`config.mk`:
```
export PLATFORM = sky130hd
export DESIGN_NAME = rx_frame_ctrl_flat
export DESIGN_NICKNAME = d
export VERILOG_FILES = /design/src/rtl/rx_frame_ctrl_if.sv /design/src/rtl/rx_frame_ctrl.sv /design/src/flat_wrapper.sv
export SDC_FILE = /design/constraint.sdc
export NUM_CORES = 1
export LEC_CHECK = 0
export ABC_AREA = 1
export CORE_UTILIZATION = 56
export DETAILED_ROUTE_END_ITERATION = 16
export GPL_TIMING_DRIVEN = 0
export HOLD_SLACK_MARGIN = 0.06
export PLACE_DENSITY_LB_ADDON = 0.05
export SETUP_SLACK_MARGIN = 0.4
export SLEW_MARGIN = 30
export SYNTH_ARGS = -nofsm -noshare
export SYNTH_HDL_FRONTEND = slang
export SYNTH_SLANG_ARGS = --single-unit
```
`constraint.sdc`:
```
create_clock -name clk -period 6.49 [get_ports clk]
set_input_delay 0.9735 -clock clk [delete_from_list [all_inputs] [get_ports clk]]
set_output_delay 0.9735 -clock clk [all_outputs]
set_load 0.005 [all_outputs]
```
`src/rtl/rx_frame_ctrl_if.sv`:
```
// Bus bundle between the MAC-side controller and the rx frame window block.
interface rx_frame_ctrl_if #(
  parameter int LEN_WIDTH  = 9,
  parameter int TIME_WIDTH = 16
);
  logic                  start;
  logic                  abort;
  logic [LEN_WIDTH-1:0]  exp_len;
  logic [TIME_WIDTH-1:0] holdoff;
  logic [TIME_WIDTH-1:0] timeout;
  logic                  in_dat;
  logic                  in_vld;
  logic                  rx_rst;
  logic                  out_dat;
  logic                  out_vld;
  logic                  busy;
  logic                  done;
  logic [1:0]            status;
  logic [LEN_WIDTH-1:0]  bit_cnt;

  modport slave (
    input  start, abort, exp_len, holdoff, timeout, in_dat, in_vld,
    output rx_rst, out_dat, out_vld, busy, done, status, bit_cnt
  );

  modport master (
    output start, abort, exp_len, holdoff, timeout, in_dat, in_vld,
    input  rx_rst, out_dat, out_vld, busy, done, status, bit_cnt
  );
endinterface

```
`src/rtl/rx_frame_ctrl.sv`:
```
// Receive-window controller: holdoff, first-bit search, bit counting, gap/timeout, abort.
// Optional CRC-16 residue check of the received frame when RX_CRC16_CHECK_EN is defined.
module rx_frame_ctrl #(
  parameter int LEN_WIDTH  = 9,
  parameter int TIME_WIDTH = 16,
  parameter int GAP_CYCLES = 64
) (
  input  logic           clk,
  input  logic           rst,
  rx_frame_ctrl_if.slave bus
);
  localparam int GW = $clog2(GAP_CYCLES + 1);
  localparam int CW = (TIME_WIDTH > GW) ? TIME_WIDTH : GW;

  typedef enum logic [2:0] {S_IDLE, S_HOLDOFF, S_SEARCH, S_RECEIVE, S_FINISH} state_t;

  state_t                r_state, w_next;
  logic [LEN_WIDTH-1:0]  r_len, r_cnt, w_cnt_inc;
  logic [TIME_WIDTH-1:0] r_hold, r_to;
  logic [CW-1:0]         r_tmr, w_tmr_inc;
  logic [1:0]            r_status, w_status;
  logic                  w_status_we;
  logic                  w_live, w_acc, w_last, w_hold_end, w_to_exp, w_gap_exp, w_crc_bad;
  logic                  r_out_dat, r_out_vld, r_done;

  assign w_live     = (r_state == S_SEARCH) || (r_state == S_RECEIVE);
  // abort wins over a same-cycle bit, so that bit is never forwarded or counted
  assign w_acc      = w_live && bus.in_vld && !bus.abort;
  assign w_cnt_inc  = (&r_cnt) ? r_cnt : r_cnt + 1'b1;
  assign w_last     = w_acc && (w_cnt_inc == r_len);
  // r_tmr counts whole cycles spent in the current state (or since the last bit)
  assign w_tmr_inc  = r_tmr + CW'(1);
  assign w_hold_end = (w_tmr_inc == CW'(r_hold));
  assign w_to_exp   = (r_to != '0) && (w_tmr_inc == CW'(r_to));
  assign w_gap_exp  = (w_tmr_inc == CW'(GAP_CYCLES));

`ifdef RX_CRC16_CHECK_EN
  logic [15:0] r_crc, w_crc_nxt;

  assign w_crc_nxt = {r_crc[14:0], 1'b0} ^ ((r_crc[15] ^ bus.in_dat) ? 16'h1021 : 16'h0000);
  assign w_crc_bad = (w_crc_nxt != 16'h1D0F);

  always_ff @(posedge clk or posedge rst) begin
    if (rst)                              r_crc <= '0;
    else if (r_state == S_IDLE && bus.start) r_crc <= 16'hFFFF;
    else if (w_acc)                       r_crc <= w_crc_nxt;
  end
`else
  assign w_crc_bad = 1'b0;
`endif

  always_comb begin
    w_next      = r_state;
    w_status_we = 1'b0;
    w_status    = r_status;
    case (r_state)
      S_IDLE: begin
        if (bus.start) begin
          if (bus.exp_len == '0)      w_next = S_FINISH;
          else if (bus.holdoff == '0) w_next = S_SEARCH;
          else                        w_next = S_HOLDOFF;
        end
      end
      S_HOLDOFF: begin
        if (bus.abort) begin
          w_next = S_FINISH; w_status_we = 1'b1; w_status = 2'b11;
        end else if (w_hold_end) begin
          w_next = S_SEARCH;
        end
      end
      S_SEARCH, S_RECEIVE: begin
        if (bus.abort) begin
          w_next = S_FINISH; w_status_we = 1'b1; w_status = 2'b11;
        end else if (w_last) begin
          w_next = S_FINISH; w_status_we = 1'b1; w_status = w_crc_bad ? 2'b10 : 2'b00;
        end else if (w_acc) begin
          w_next = S_RECEIVE;
        end else if ((r_state == S_SEARCH) ? w_to_exp : w_gap_exp) begin
          w_next = S_FINISH; w_status_we = 1'b1; w_status = 2'b01;
        end
      end
      S_FINISH: w_next = S_IDLE;
      default:  w_next = S_IDLE;
    endcase
  end

  always_ff @(posedge clk or posedge rst) begin
    if (rst) begin
      r_state   <= S_IDLE;
      r_len     <= '0;
      r_hold    <= '0;
      r_to      <= '0;
      r_tmr     <= '0;
      r_cnt     <= '0;
      r_status  <= 2'b00;
      r_out_dat <= 1'b0;
      r_out_vld <= 1'b0;
      r_done    <= 1'b0;
    end else begin
      r_state   <= w_next;
      r_out_vld <= w_acc;
      r_out_dat <= w_acc & bus.in_dat;
      r_done    <= (r_state == S_FINISH);
      if (w_next != r_state || w_acc) r_tmr <= '0;
      else if (~&r_tmr)               r_tmr <= w_tmr_inc;
      if (r_state == S_IDLE && bus.start) begin
        r_len    <= bus.exp_len;
        r_hold   <= bus.holdoff;
        r_to     <= bus.timeout;
        r_cnt    <= '0;
        r_status <= 2'b00;
      end else begin
        if (w_acc)       r_cnt    <= w_cnt_inc;
        if (w_status_we) r_status <= w_status;
      end
    end
  end

  assign bus.rx_rst  = !w_live;
  assign bus.busy    = (r_state != S_IDLE);
  assign bus.done    = r_done;
  assign bus.out_dat = r_out_dat;
  assign bus.out_vld = r_out_vld;
  assign bus.status  = r_status;
  assign bus.bit_cnt = r_cnt;
endmodule

```
`src/flat_wrapper.sv`:
```
// flat-port wrapper written by rule: the top's interface ports become plain ports
module rx_frame_ctrl_flat 
#(
  parameter int LEN_WIDTH  = 9,
  parameter int TIME_WIDTH = 16,
  parameter int GAP_CYCLES = 64
)
  (clk, rst, bus_start, bus_abort, bus_exp_len, bus_holdoff, bus_timeout, bus_in_dat, bus_in_vld, bus_rx_rst, bus_out_dat, bus_out_vld, bus_busy, bus_done, bus_status, bus_bit_cnt);
  rx_frame_ctrl_if #(.LEN_WIDTH(LEN_WIDTH), .TIME_WIDTH(TIME_WIDTH)) bus_i ();
  input  logic clk;
  input  logic rst;
  input wire logic [$bits(bus_i.start)-1:0] bus_start;
  input wire logic [$bits(bus_i.abort)-1:0] bus_abort;
  input wire logic [$bits(bus_i.exp_len)-1:0] bus_exp_len;
  input wire logic [$bits(bus_i.holdoff)-1:0] bus_holdoff;
  input wire logic [$bits(bus_i.timeout)-1:0] bus_timeout;
  input wire logic [$bits(bus_i.in_dat)-1:0] bus_in_dat;
  input wire logic [$bits(bus_i.in_vld)-1:0] bus_in_vld;
  output wire logic [$bits(bus_i.rx_rst)-1:0] bus_rx_rst;
  output wire logic [$bits(bus_i.out_dat)-1:0] bus_out_dat;
  output wire logic [$bits(bus_i.out_vld)-1:0] bus_out_vld;
  output wire logic [$bits(bus_i.busy)-1:0] bus_busy;
  output wire logic [$bits(bus_i.done)-1:0] bus_done;
  output wire logic [$bits(bus_i.status)-1:0] bus_status;
  output wire logic [$bits(bus_i.bit_cnt)-1:0] bus_bit_cnt;
  assign bus_i.start = bus_start;
  assign bus_i.abort = bus_abort;
  assign bus_i.exp_len = bus_exp_len;
  assign bus_i.holdoff = bus_holdoff;
  assign bus_i.timeout = bus_timeout;
  assign bus_i.in_dat = bus_in_dat;
  assign bus_i.in_vld = bus_in_vld;
  assign bus_rx_rst = bus_i.rx_rst;
  assign bus_out_dat = bus_i.out_dat;
  assign bus_out_vld = bus_i.out_vld;
  assign bus_busy = bus_i.busy;
  assign bus_done = bus_i.done;
  assign bus_status = bus_i.status;
  assign bus_bit_cnt = bus_i.bit_cnt;
  rx_frame_ctrl #(.LEN_WIDTH(LEN_WIDTH), .TIME_WIDTH(TIME_WIDTH), .GAP_CYCLES(GAP_CYCLES)) u_core (.clk(clk), .rst(rst), .bus(bus_i));
endmodule
```
==> summary.md <==
| Metric | Value |
|---|---|
| Status | `finished with violations` |
| Failing checks | `DRC` |
| Hold Crit Class | `flop to flop` |
| Full die area | `0.00875 mm²` |
| Number of buffers and inverters on the critical path | `1` |
| Slowest cell on the critical path | `dfrtp_1` |
| CP required | `6.75 ns` |
| Tcrit/Tclk final | `43.9%` |
| Fmax achieved | `351 MHz` |
| Sum Neg Setup Slack | `0 ns` |
| Largest family of logic cells by synthesized area | `simple AND/OR/NAND/NOR gates` |
| Post-Syn Instances | `648` |
| DIE WIDTH | `93.5 µm` |
| Post-CTS setup buffers | `0` |
| CTS H-tree lvls | `3` |
| Worst-Skew Late Latency | `0.37 ns` |
| Initial Util | `57.4%` |
| Sink Count | `74` |
| Largest net degree at the start of global routing | `43` |
| Mapped cell area | `0.00469 mm²` |
| # hold bufs at CTS | `0` |
| GRT overflow | `0` |
| R2R setup slack | `3.64 ns` |
| Post-synthesis sequential area ratio | `39.5%` |
| Ys flop type | `dfrtp_1` |
| R2r startpoint | `u_core.r_tmr[1]` |
| Crit path depth | `19` |
| Mean post-synth cell area | `7.24 µm²` |
| Most Frequent Cell on Critical Path | `nand2_1` |
| Row cnt | `33` |
| Global-route wire length before repair | `19900 µm` |
| Total track usage | `30.1%` |
| Initial antenna violation count | `0` |
| Buffers on Ports | `62` |
| Reg2reg end | `u_core.r_tmr[9]` |
| Pwr Density | `327 mW/mm²` |
| Slowest stage delay, CP | `0.41 ns` |
| Syn nets | `697` |
| Slew HR | `37.0%` |
| Xor and xnor area share after synthesis | `5.01%` |
| Clock Pin Slew Worst Setup and Hold Paths | `0.10 ns` |
| Pins Over Slew Limit | `0` |
| Core area | `0.00818 mm²` |
| Worst setup endpoint | `u_core.r_tmr[9]` |
| Ys Warns | `0` |
| Yosys top cell area share | `39.5%` |
| Skew final | `0.0119 ns` |
| CTS tree | `built` |
| CP endpoint kind | `flop` |
| Post-synth EDFFs | `0` |
| Hold Fails Final Rpt | `0` |
| Compound-Gate Fraction of Synth Area | `5.71%` |
| Adder-cell area share of the yosys netlist | `0.533%` |
| CTS max path bufs | `2` |
| DR vias/cell | `5.33` |
| Top post-synthesis cells by count | `nand2_1 (192), inv_1 (84), dfrtp_1 (74)` |
| Critical Path Fanout Max | `10` |
| RSZ-0062 raised after global routing | `no` |
| Setup CP Type | `flop to flop` |
| Total CTS buffers | `9` |
| CP Launch Type | `flop` |
| VDD IR max | `0.000181 V` |
| Crit path time final | `2.85 ns` |
| Post-DP HPWL | `9380 µm` |
| Final nets | `771` |
| DRT iter0 DRCs | `330` |
| CP top delay family | `simple AND/OR/NAND/NOR gates` |
| Gpl congestion | `0.862` |
| MaxCap Viol Count | `0` |
| Multi-input logic area | `0.00241 mm²` |
| Largest area contributor in the netlist | `dfrtp_1` |
| Final setup fails | `0` |
| Ports | `63` |
| Worst Reg-to-Reg Cells | `19` |
| CTS resizes | `0` |
| Number of remaining DRC errors | `2` |
| Placed Cells | `816` |
| Top-count cell post-synth | `nand2_1` |
| Root Driver | `clkbuf_8` |
| Final ANT Viol Nets | `0` |
| Lkg Pwr | `2.68 nW` |
| Synth top area cells | `dfrtp_1 (39%), nand2_1 (15%), inv_1 (6.7%)` |
| Worst-Margin Slew | `0.938 ns` |
| Vias in the first global route | `4031` |
| Total Wirelength | `12100 µm` |
| Crit path cell chain | `ha_1 > nand2_2 > nor2_4 > nand2_1 > nand3_1 > nand2_1 > nor2_1 > nand3_1 > nor2_1 > nand3_1 > nand2_1 > nand2_2 > nand3_1 > nand2_1 > nand2_1 > nand2_2 > nand2_4 > buf_12 > nor2_4` |
| Critical path arrival | `3.11 ns` |
| Vias | `4434` |
| Multiplexer share of the synthesized area | `0.240%` |
| Die height | `93.5 µm` |
| Drt first pass iters | `11` |
| DR WL/cell | `14.5 µm` |
| Netlist cell types | `36` |
| Area growth from synthesis to layout | `21.1%` |
| Synth Area in Simple Gates | `40.0%` |
| Final Non-Filler Cells | `832` |
| Yosys reg bits | `74` |
| Ys async rst share | `100%` |
| Share of cells above drive strength 1 | `10.6%` |
| Sequential cell area | `0.00185 mm²` |
| CP Launch Point | `u_core.r_tmr[1]` |
| Fill cells | `709` |
| Ant diodes | `0` |
==> worst reg2reg max path, cell delays in order, from the launching register on <==
cell     delay (ns)
dfrtp_1        0.41
ha_1           0.28
nand2_2        0.11
nor2_4         0.22
nand2_1        0.14
nand3_1        0.10
nand2_1        0.07
nor2_1         0.12
nand3_1        0.12
nor2_1         0.21
nand3_1        0.12
nand2_1        0.11
nand2_2        0.07
nand3_1        0.10
nand2_1        0.08
nand2_1        0.08
nand2_2        0.06
nand2_4        0.12
buf_12         0.19
nor2_4         0.04
==> worst min-delay path by stage <==
| stage | to | cells past startpoint | startpoint |
|---|---|---|---|
| 2_1_floorplan | u_core.r_len[4] | 2 | u_core.r_len[4] |
| 3_3_place_gp | u_core.r_len[4] | 2 | u_core.r_len[4] |
| 3_5_place_dp | u_core.r_len[4] | 2 | u_core.r_len[4] |
| 4_1_cts | u_core.r_len[4] | 2 | u_core.r_len[4] |
| 5_1_grt | u_core.r_len[2] | 2 | u_core.r_len[2] |
| 6_report | u_core.r_len[4] | 2 | u_core.r_len[4] |
==> placed cells by master (no fill, tap or decap), types with 4 or more instances in the layout <==
| master | instances |
|---|---|
| clkbuf_8 | 9 |
| nand4_1 | 18 |
| xnor2_1 | 6 |
| nand2_4 | 5 |
| inv_2 | 4 |
| nand3_1 | 56 |
| nand2_1 | 192 |
| xor2_1 | 12 |
| o21ai_0 | 46 |
| dfrtp_1 | 74 |
| nand2_2 | 13 |
| clkbuf_1 | 10 |
| nor2_4 | 16 |
| nor3_1 | 8 |
| nand3b_1 | 5 |
| clkdlybuf4s50_1 | 62 |
| nor2_2 | 5 |
| inv_1 | 83 |
| nor2_1 | 64 |
==> per-stage QoR <==
stage          hold WS [ns]  util, %  total power [mW]  instance area [µm²]  setup WS, ns
4_1_cts               0.505     69.5              1.86                 5680          3.69
6_report              0.502     69.5              1.86                 5680          3.64
3_5_place_dp          0.482     66.9              1.45                 5470          3.33
3_3_place_gp          0.476     66.6              1.43                 5450          2.38
5_1_grt               0.529     69.5              1.99                 5680          3.43
2_1_floorplan         0.453        -              1.24                 4690          3.63
==> sequential cells by signal (all words and copies together), names as in the netlist <==
| signal | flops |
|---|---|
| u_core.r_to | 16 |
| u_core.bus.out_vld | 1 |
| u_core.r_state | 3 |
| u_core.r_tmr | 16 |
| u_core.bus.bit_cnt | 9 |
| u_core.bus.out_dat | 1 |
| u_core.r_hold | 16 |
| u_core.r_len | 9 |
| u_core.bus.done | 1 |
| u_core.bus.status | 2 |
==> report_power, final <==
group / leakage, nW / internal (mW) / switching (mW)
clock: 0.111 / 0.190 / 0.215
sequential: 0.959 / 0.605 / 0.105
combinational: 1.61 / 0.301 / 0.445
total: 2.68 / 1.10 / 0.765
==> cell families (layout without fill, tap and decap cells) <==
kind of cell	Yosys count	in the layout
flops	74	74
buf+inv	104	183
xor+xnor	22	22
simple gates	393	393
fa+ha+maj	2	2
compound gates	52	52
mux	1	1
==> layout make-up <==
| type | count | share of cell area [%] |
|---|---|---|
| clock inverters | 7 | 1.59 |
| well taps | 105 | 2.31 |
| flip-flops and latches | 74 | 32.6 |
| repair buffers | 63 | 11.3 |
| multi-input cells | 470 | 42.5 |
| plain buffers | 16 | 1.70 |
| clock buffers | 9 | 2.18 |
| inverters | 88 | 5.86 |
==> per-layer routing <==
metal	GRT usage [%]	part of all wire (%)	up-vias
met2	46.3	45	153
met3	4.80	5.5	13
met5	0	0	-
met1	44.5	48	2079
met4	6.92	1.1	0
li1	-	-	2189
No activity file was read; power rests on OpenSTA's default activity.
